**src/rtl/tt_sel_driver_pkg.sv**
```systemverilog
// Shared definitions for the design-select pin driver: FSM state encoding and
// default geometry constants, also reused by bench-side tt_ctrl models.
package tt_sel_driver_pkg;

  localparam int ADDR_W_DEF = 10;
  localparam int N_UM_DEF   = 384;
  localparam int DIV_DEF    = 4;

  typedef enum logic [2:0] {
    S_IDLE   = 3'd0,
    S_RST_LO = 3'd1,
    S_RST_HI = 3'd2,
    S_INC_HI = 3'd3,
    S_INC_LO = 3'd4,
    S_ENA    = 3'd5
  } sel_state_e;

  // IDLE and ENA both accept requests; every other state is mid-sequence.
  function automatic logic is_busy(input sel_state_e s);
    return !((s == S_IDLE) || (s == S_ENA));
  endfunction

endpackage

```
**src/rtl/tt_sel_phase_tmr.sv**
```systemverilog
// Loadable down-counter timing one pulse phase: load starts a DIV-cycle phase
// and expire is high during its last cycle, so the FSM transitions on time.
module tt_sel_phase_tmr #(
  parameter int DIV = 4
) (
  input  logic clk,
  input  logic rst,
  input  logic load,
  output logic expire
);

  localparam int CNT_W = $clog2(DIV + 1);

  logic [CNT_W-1:0] cnt;

  always_ff @(posedge clk or posedge rst) begin
    if (rst) begin
      cnt <= '0;
    end else if (load) begin
      cnt <= CNT_W'(DIV);
    end else if (cnt != '0) begin
      cnt <= cnt - CNT_W'(1);
    end
  end

  assign expire = (cnt == CNT_W'(1));

endmodule

```
**src/rtl/tt_sel_driver.sv**
```systemverilog
// Drives sel_rst_n / sel_inc / ena so that tt_ctrl selects the requested user
// module: disable, reset the select counter, pulse increment addr times, enable.
module tt_sel_driver
  import tt_sel_driver_pkg::*;
#(
  parameter int ADDR_W = ADDR_W_DEF,
  parameter int N_UM   = N_UM_DEF,
  parameter int DIV    = DIV_DEF
) (
  input  logic              clk,
  input  logic              rst,
  input  logic              req_valid,
  input  logic [ADDR_W-1:0] req_addr,
  output logic              req_ready,
  output logic              busy,
  output logic              done,
  output logic              err,
  output logic              ctrl_sel_rst_n,
  output logic              ctrl_sel_inc,
  output logic              ctrl_ena
);

  sel_state_e        state_q, state_nxt;
  logic [ADDR_W-1:0] inc_cnt_q, inc_cnt_nxt;
  logic              err_nxt;
  logic              accept;
  logic              addr_ok;
  logic              tmr_load;
  logic              tmr_expire;
  logic [31:0]       addr_ext;

  assign req_ready = !is_busy(state_q);
  assign busy      = is_busy(state_q);
  assign done      = (state_q == S_ENA);
  assign accept    = req_valid && req_ready;
  assign addr_ext  = 32'(req_addr);
  assign addr_ok   = (addr_ext < 32'(N_UM));

  tt_sel_phase_tmr #(
    .DIV (DIV)
  ) u_phase_tmr (
    .clk    (clk),
    .rst    (rst),
    .load   (tmr_load),
    .expire (tmr_expire)
  );

  always_comb begin
    state_nxt   = state_q;
    inc_cnt_nxt = inc_cnt_q;
    err_nxt     = 1'b0;
    case (state_q)
      S_IDLE, S_ENA: begin
        state_nxt = S_IDLE;
        if (accept) begin
          if (addr_ok) begin
            state_nxt   = S_RST_LO;
            inc_cnt_nxt = req_addr;
          end else begin
            err_nxt = 1'b1;
          end
        end
      end
      S_RST_LO: if (tmr_expire) state_nxt = S_RST_HI;
      S_RST_HI: if (tmr_expire) state_nxt = (inc_cnt_q == '0) ? S_ENA : S_INC_HI;
      S_INC_HI: if (tmr_expire) state_nxt = S_INC_LO;
      S_INC_LO: begin
        if (tmr_expire) begin
          inc_cnt_nxt = inc_cnt_q - ADDR_W'(1);
          state_nxt   = (inc_cnt_q == ADDR_W'(1)) ? S_ENA : S_INC_HI;
        end
      end
      default: state_nxt = S_IDLE;
    endcase
  end

  // Every entry into a timed state restarts the phase timer.
  assign tmr_load = (state_nxt != state_q) && is_busy(state_nxt);

  // Pads are registered decodes of the next state; ena holds through IDLE.
  always_ff @(posedge clk or posedge rst) begin
    if (rst) begin
      state_q        <= S_IDLE;
      inc_cnt_q      <= '0;
      err            <= 1'b0;
      ctrl_sel_rst_n <= 1'b1;
      ctrl_sel_inc   <= 1'b0;
      ctrl_ena       <= 1'b0;
    end else begin
      state_q        <= state_nxt;
      inc_cnt_q      <= inc_cnt_nxt;
      err            <= err_nxt;
      ctrl_sel_rst_n <= (state_nxt != S_RST_LO);
      ctrl_sel_inc   <= (state_nxt == S_INC_HI);
      ctrl_ena       <= (state_nxt == S_ENA) || ((state_nxt == S_IDLE) && ctrl_ena);
    end
  end

endmodule

```
**config.mk**
```make
export PLATFORM = sky130hd
export DESIGN_NAME = tt_sel_driver
export DESIGN_NICKNAME = d
export VERILOG_FILES = /design/src/rtl/tt_sel_driver_pkg.sv /design/src/rtl/tt_sel_phase_tmr.sv /design/src/rtl/tt_sel_driver.sv
export SDC_FILE = /design/constraint.sdc
export NUM_CORES = 1
export LEC_CHECK = 0
export CAP_MARGIN = 20
export CORE_MARGIN = 8
export CORE_UTILIZATION = 37
export CTS_BUF_LIST = sky130_fd_sc_hd__clkbuf_2
export CTS_CLUSTER_DIAMETER = 200
export DETAILED_ROUTE_END_ITERATION = 7
export MAX_ROUTING_LAYER = met4
export PLACE_DENSITY = 0.66
export SLEW_MARGIN = 15
export SYNTH_ARGS = -nofsm -noshare
export SYNTH_HDL_FRONTEND = slang
export SYNTH_HIERARCHICAL = 1
export SYNTH_SLANG_ARGS = --single-unit
```
**constraint.sdc**
```tcl
create_clock -name clk -period 2.25 [get_ports clk]
set_input_delay 0.45 -clock clk [delete_from_list [all_inputs] [get_ports clk]]
set_output_delay 0.45 -clock clk [all_outputs]
set_load 0.01 [all_outputs]
```
=== Yosys cells after proc, flatten, opt, wreduce, memory -nomap -nowiden ===
Index checks and enable logic that the tools add are counted.

* Logic and storage cells: 58
* Input bits: 13
* Register bits after elaboration: 20
* Output and inout bits: 7

* Add/subtract/negate cells: 2
* Magnitude comparators: 1
* Equal/unequal tests: 14
* Muxes and demuxes: 18
* Reductions and logical operators: 16

{| class="wikitable"
|+ Operator list
! kind !! number
|-
| 2-to-1 mux 10 bit || 3
|-
| 2-to-1 mux 3 bit || 8
|-
| case mux 10 bit (2 select lines) || 1
|-
| case mux 3 bit (5 select lines) || 1
|-
| equality test 10 x 1 -> 1 bit (second input constant) || 1
|-
| zero test 10 bit || 1
|-
| less-than comparator 10 x 9 -> 1 bit (second input constant) || 1
|-
| subtractor 10 x 1 -> 10 bit (second input constant) || 1
|-
| equality test 3 x 2 -> 1 bit (second input constant) || 3
|-
| equality test 3 bit (second input constant) || 3
|-
| equality test 3 x 1 -> 1 bit (second input constant) || 2
|-
| zero test 3 bit || 2
|-
| inequality test 2 bit (second input constant) || 3
|-
| 2-to-1 mux 1 bit || 5
|-
| AND reduction 4 bit || 1
|-
| nonzero test 2 bit || 2
|-
| logical AND 1 bit || 3
|-
| logical OR 1 bit || 3
|-
| inequality test 3 x 1 -> 1 bit (second input constant) || 1
|-
| inequality test 3 bit || 1
|-
| nonzero test 3 bit || 1
|-
| subtractor 3 x 1 -> 3 bit (second input constant) || 1
|-
| zero test 1 bit || 2
|-
| OR reduction 2 bit || 1
|}

=== Logic depth before layout (Yosys ltp) ===
* Word-level depth: 10
* Gate-level depth with buffers: 11

=== Modules after synthesis ===
The synthesis kept the hierarchy.

{| class="wikitable"
|+ Modules (own cells, without submodules)
! module !! instances !! area an instance (µm²) !! cells an instance !! seq. area each (µm²)
|-
| tt_sel_driver || 1 || 1,117.3 || 119 || 426.7
|-
| tt_sel_phase_tmr || 1 || 202.7 || 19 || 75.1
|}

=== Worst setup path after synthesis ===
OpenSTA, ideal clock, no wires.

* Path type: register -> register
* Start point: register u_phase_tmr.cnt[0]
* End point: register u_phase_tmr.cnt[0]
* Arrival: 2,302 ps
* Slack: -177 ps
* Path buffers: 1
* Clock period less this slack: 2,427 ps
* Required time: 2,125 ps
* Stages on the path, launching flop included: 10
* Cells stage by stage: dfrtp_1 > ha_1 > nor2b_1 > buf_2 > a32o_1 > a221o_2 > and2_2 > nor3_1 > nor2b_1 > mux2_4

* Word-level cells in the longest chain between the ends: 8

{| class="wikitable"
|+ Ends and longest elaborated chain
! item !! line !! RTL
|-
| start, declared || tt_sel_phase_tmr.sv:14 || <nowiki>logic [CNT_W-1:0] cnt;</nowiki>
|-
| start signal, assigned || tt_sel_phase_tmr.sv:20 || <nowiki>cnt <= CNT_W'(DIV);</nowiki>
|-
| start signal, assigned || tt_sel_phase_tmr.sv:22 || <nowiki>cnt <= cnt - CNT_W'(1);</nowiki>
|-
| equality test 3 x 1 -> 1 bit (*) || tt_sel_phase_tmr.sv:26 || <nowiki>assign expire = (cnt == CNT_W'(1));</nowiki>
|-
| net tmr_expire || tt_sel_driver.sv:29 || <nowiki>logic tmr_expire;</nowiki>
|-
| 2-to-1 mux 3 bit (on tied branches) || n/a ||
|-
| case mux 3 bit (5 select lines) (*) || tt_sel_driver.sv:52 || <nowiki>case (state_q)</nowiki>
|-
| net state_nxt[2] || tt_sel_driver.sv:23 || <nowiki>sel_state_e state_q, state_nxt;</nowiki>
|-
| equality test 3 bit or zero test 3 bit (tied branches) || tt_sel_driver_pkg.sv:20 || <nowiki>return !((s == S_IDLE) || (s == S_ENA));</nowiki>
|-
| logical OR 1 bit || tt_sel_driver_pkg.sv:20 ||
|-
| zero test 1 bit || tt_sel_driver_pkg.sv:20 ||
|-
| logical AND 1 bit (*) || tt_sel_driver.sv:78 || <nowiki>assign tmr_load = (state_nxt != state_q) && is_busy(state_nxt);</nowiki>
|-
| net tmr_load || tt_sel_driver.sv:28 || <nowiki>logic tmr_load;</nowiki>
|-
| 2-to-1 mux 3 bit or nonzero test 2 bit (tied branches) || n/a ||
|}

Mark *: on every way through the listed nets, which the timed path passes. The rest lies on a longest branch. The select of a mux whose other input is x is not followed.
A chain may end at the register's enable or synchronous reset.

=== Worst setup path in the final report ===
* Start point: register u_phase_tmr.cnt[1]
* End point: register u_phase_tmr.cnt[0]

Same word-level chain as after synthesis.

==> summary.txt <==
Clock network
  – Total clock buffers created by CTS: 3
  – CTS tree: built
  – Clock latency of the later-clocked register in the worst-skew pair: 310 ps
  – Count of clock tree sinks: 20
  – Bufs on Longest Clock Path: 2
  – Reg clk slew, reported paths: 200 ps
  – Number of H-tree branching levels: 1
  – Root Driver: sky130_fd_sc_hd__clkbuf_2

Floorplanning
  – Total core area: 0.00339 mm2
  – Die Y-Extent: 75.7 um
  – DIE AREA: 0.00574 mm2
  – Starting Density: 0.389
  – I/O pin total: 20
  – Cell row count: 21
  – Width of the chip: 75.7 um

Final layout
  – Final core utilization: 0.571
  – Final cell area excluding filler cells: 0.00194 mm2
  – Number of antenna cells inserted: 0
  – NumNets Final: 217
  – Most used cells in the layout excluding fill and tap cells: 42 x sky130_fd_sc_hd__buf_4, 17 x sky130_fd_sc_hd__dfrtp_1, 17 x sky130_fd_sc_hd__clkdlybuf4s50_1
  – Fin cells: 243
  – Fraction of final layout cells sized beyond drive strength 1: 0.360
  – Layout overhead on the synthesized area: 46.7%
  – Most frequent standard cell in the layout excluding fill and tap cells: sky130_fd_sc_hd__buf_4

Route
  – First-pass detailed-route iteration total: 4
  – DRC Markers: 0
  – Number of DRC markers in iteration 0: 57
  – Via-to-Cell Ratio: 5.19
  – Post-detailed-route wirelength per cell: 14.2 um
  – Post-route ant nets: 0
  – Via count of the routed design: 1261
  – Final WL: 3.46 mm

Run
  – Maximum capacitance violations: 0

Timing
  – Number of hold-slack violations in the final timing report: 0
  – Worst hold slack: 290 ps
  – Count of pins over their slew limit: 0
  – Final setup vio count: 1
  – Achievable Freq: 0.434 GHz
  – Unrepaired setup endpoints after global routing: yes
  – Maximum clock skew at final layout: 2.22 ps
  – Normalized max-slew margin: 0.567
  – Period minus WS final: 2300 ps
  – Final worst setup slack: -54.8 ps
  – Measured slew at the worst slew-check pin: 649 ps
  – Post-route clock period utilization: 1.02

Placement
  – Worst slack at placement: -185 ps
  – RePlAce Congestion: 0.893
  – Instance count after placement with tap cells included: 230
  – Placed wire-length estimate: 2.61 mm
  – Placed inst area: 0.00178 mm2
  – Count of buffers from port buffering: 19

Pwr
  – Pint: 689 uW
  – Fraction of power spent switching nets: 0.268
  – Max rail drop VDD: 0.368 mV
  – Part of the total power dissipated in the clock network: 0.286
  – Reg power frac: 0.435
  – Static power due to leakage: 0.892 nW
  – Share of total power in combinational logic: 0.279
  – Switching pwr: 252 uW
  – Power per cell area: 486 mW/mm2

Global route
  – Total global routing track utilization: 0.132
  – Number of antenna violations at the first check in global routing: 0
  – Wire length of the first global-routing pass: 5.80 mm
  – Vias in the first global route: 1299
  – Maximum number of pins on one net before global-route repair: 18
  – Total gr overflow: 0

Worst setup path
  – Highest fanout seen on the critical path: 4
  – Classification of the worst setup path: reg -> reg
  – Kind of end point of the critical path: flop
  – Slack of the worst reg-to-reg path: -50 ps
  – FF-to-FF End: u_phase_tmr/cnt[0]
  – Type of origin of the critical path: flop
  – Endpoint required time on the critical path: 2480 ps
  – R2R depth: 10
  – Worst path arrival time: 2540 ps
  – Critical R2R Launch: u_phase_tmr/cnt[1]

Yosys
  – Summed instance area of the synthesized netlist: 0.00132 mm2
  – Number of flops mapped to enable cells by yosys: 0
  – Synthesized instance count: 138
  – Yosys top cell area share: 0.360
  – Area contributors post-synth: sky130_fd_sc_hd__dfrtp_1 36%, sky130_fd_sc_hd__ha_1 5.7%, sky130_fd_sc_hd__nor2_1 4.3%
  – Synth Register Bits: 20
  – Share of synthesized area occupied by flip-flops and latches: 0.380
  – Post-synth top flop: sky130_fd_sc_hd__dfrtp_1
  – Yosys cell types: 53
  – Async set-or-reset flop fraction in the synthesized netlist: 1.00
  – Synthesized area per cell: 9.57 um2
  – Number of warnings printed during yosys synthesis: 6
  – Cell accounting for the most synthesized area: sky130_fd_sc_hd__dfrtp_1
  – Synth Net Count: 157

Outcome
  – Failing checks: negative setup slack
  – Result of the run: finished, violations left

Hold path
  – Class of the tightest hold or removal check: in -> async
-- cell usage after synthesis (2+ instances only) --
library cell	n
sky130_fd_sc_hd__a32o_1	2
sky130_fd_sc_hd__ha_1	6
sky130_fd_sc_hd__a31oi_1	2
sky130_fd_sc_hd__inv_1	10
sky130_fd_sc_hd__and2_2	3
sky130_fd_sc_hd__nor3_1	4
sky130_fd_sc_hd__mux2i_1	2
sky130_fd_sc_hd__o22a_1	2
sky130_fd_sc_hd__a21oi_1	7
sky130_fd_sc_hd__nand2_1	5
sky130_fd_sc_hd__buf_2	4
sky130_fd_sc_hd__and2_1	2
sky130_fd_sc_hd__nor3b_1	4
sky130_fd_sc_hd__dfrtp_1	19
sky130_fd_sc_hd__nor2b_1	3
sky130_fd_sc_hd__nand3_1	3
sky130_fd_sc_hd__nor2_1	15
sky130_fd_sc_hd__o21ai_0	7
sky130_fd_sc_hd__nor4_1	3
sky130_fd_sc_hd__a211oi_1	2
-- stage by stage --
| step | total power, mW | setup TNS (ps) |
|---|---|---|
| global route | 0.988 | -317 |
| finish | 0.941 | -54.8 |
| floorplan | 0.533 | -22.6 |
| CTS | 0.939 | -64.3 |
| global placement | 0.644 | -152 |
| detailed placement | 0.655 | -307 |
-- state kept, by name, summed over array words and instances, names as in the netlist --
signal / flops
ctrl_sel_inc: 1
u_phase_tmr/cnt: 3
state_q: 3
inc_cnt_q: 10
ctrl_sel_rst_n: 1
err: 1
ctrl_ena: 1
-- worst max-delay path: stages, from the launching register on --
cell,delay (ps)
sky130_fd_sc_hd__dfrtp_1,410
sky130_fd_sc_hd__inv_2,40
sky130_fd_sc_hd__ha_2,160
sky130_fd_sc_hd__nor2b_4,130
sky130_fd_sc_hd__buf_6,110
sky130_fd_sc_hd__a32o_1,210
sky130_fd_sc_hd__a221o_2,430
sky130_fd_sc_hd__and2_4,170
sky130_fd_sc_hd__nor3_4,220
sky130_fd_sc_hd__nor2b_1,70
sky130_fd_sc_hd__mux2_4,260
-- power groups by stage --
stage                     registers, mW  clock network (mW)  logic (mW)
after global placement            0.415                   0       0.229
after CTS                         0.411               0.276       0.253
after detailed placement          0.416                   0       0.238
after global routing              0.413               0.287       0.288
after floorplan                   0.422                   0       0.111
final                             0.409               0.269       0.263
-- worst max path at each step --
| stage | start | to | cells past startpoint |
|---|---|---|---|
| floorplan | u_phase_tmr/cnt[0] | u_phase_tmr/cnt[2] | 8 |
| global placement | req_addr[7] | u_phase_tmr/cnt[0] | 9 |
| detailed placement | u_phase_tmr/cnt[1] | u_phase_tmr/cnt[0] | 11 |
| CTS | u_phase_tmr/cnt[1] | u_phase_tmr/cnt[0] | 10 |
| global route | u_phase_tmr/cnt[1] | u_phase_tmr/cnt[0] | 12 |
| finish | u_phase_tmr/cnt[1] | u_phase_tmr/cnt[0] | 10 |
-- per-layer routing --
| metal | global-route usage | share of wire |
|---|---|---|
| met5 | - | 0 |
| met4 | 0.0192 | 0.0084 |
| met3 | 0.0395 | 0.057 |
| met2 | 0.224 | 0.49 |
| met1 | 0.154 | 0.45 |
-- kinds of logic after synthesis --
logic type | share of synthesized area
XOR/XNOR | 0.0133
AO/OA/AOI/OAI | 0.187
AND/OR/NAND/NOR | 0.268
buffers and inverters | 0.0682
flip-flops | 0.380
adder cells (fa/ha/maj) | 0.0569
multiplexers | 0.0265
-- cell type report --
| cell class | count | area, um2 |
|---|---|---|
| Sequential cell | 20 | 504 |
| Fill cell | 302 | 1450 |
| Clock inverter | 1 | 30.0 |
| Tap cell | 46 | 57.6 |
| Clock buffer | 3 | 15.0 |
| Timing Repair Buffer | 62 | 522 |
| Inverter | 10 | 37.5 |
| Multi-Input combinational cell | 101 | 771 |
-- timing repair --
action	in CTS	in global routing
setup endpoints to repair	6	6
pin swaps	4	1
gates resized for setup	9	4
hold buffers	0	0
buffers inserted	4	5
No activity file was read; power rests on OpenSTA's default activity.
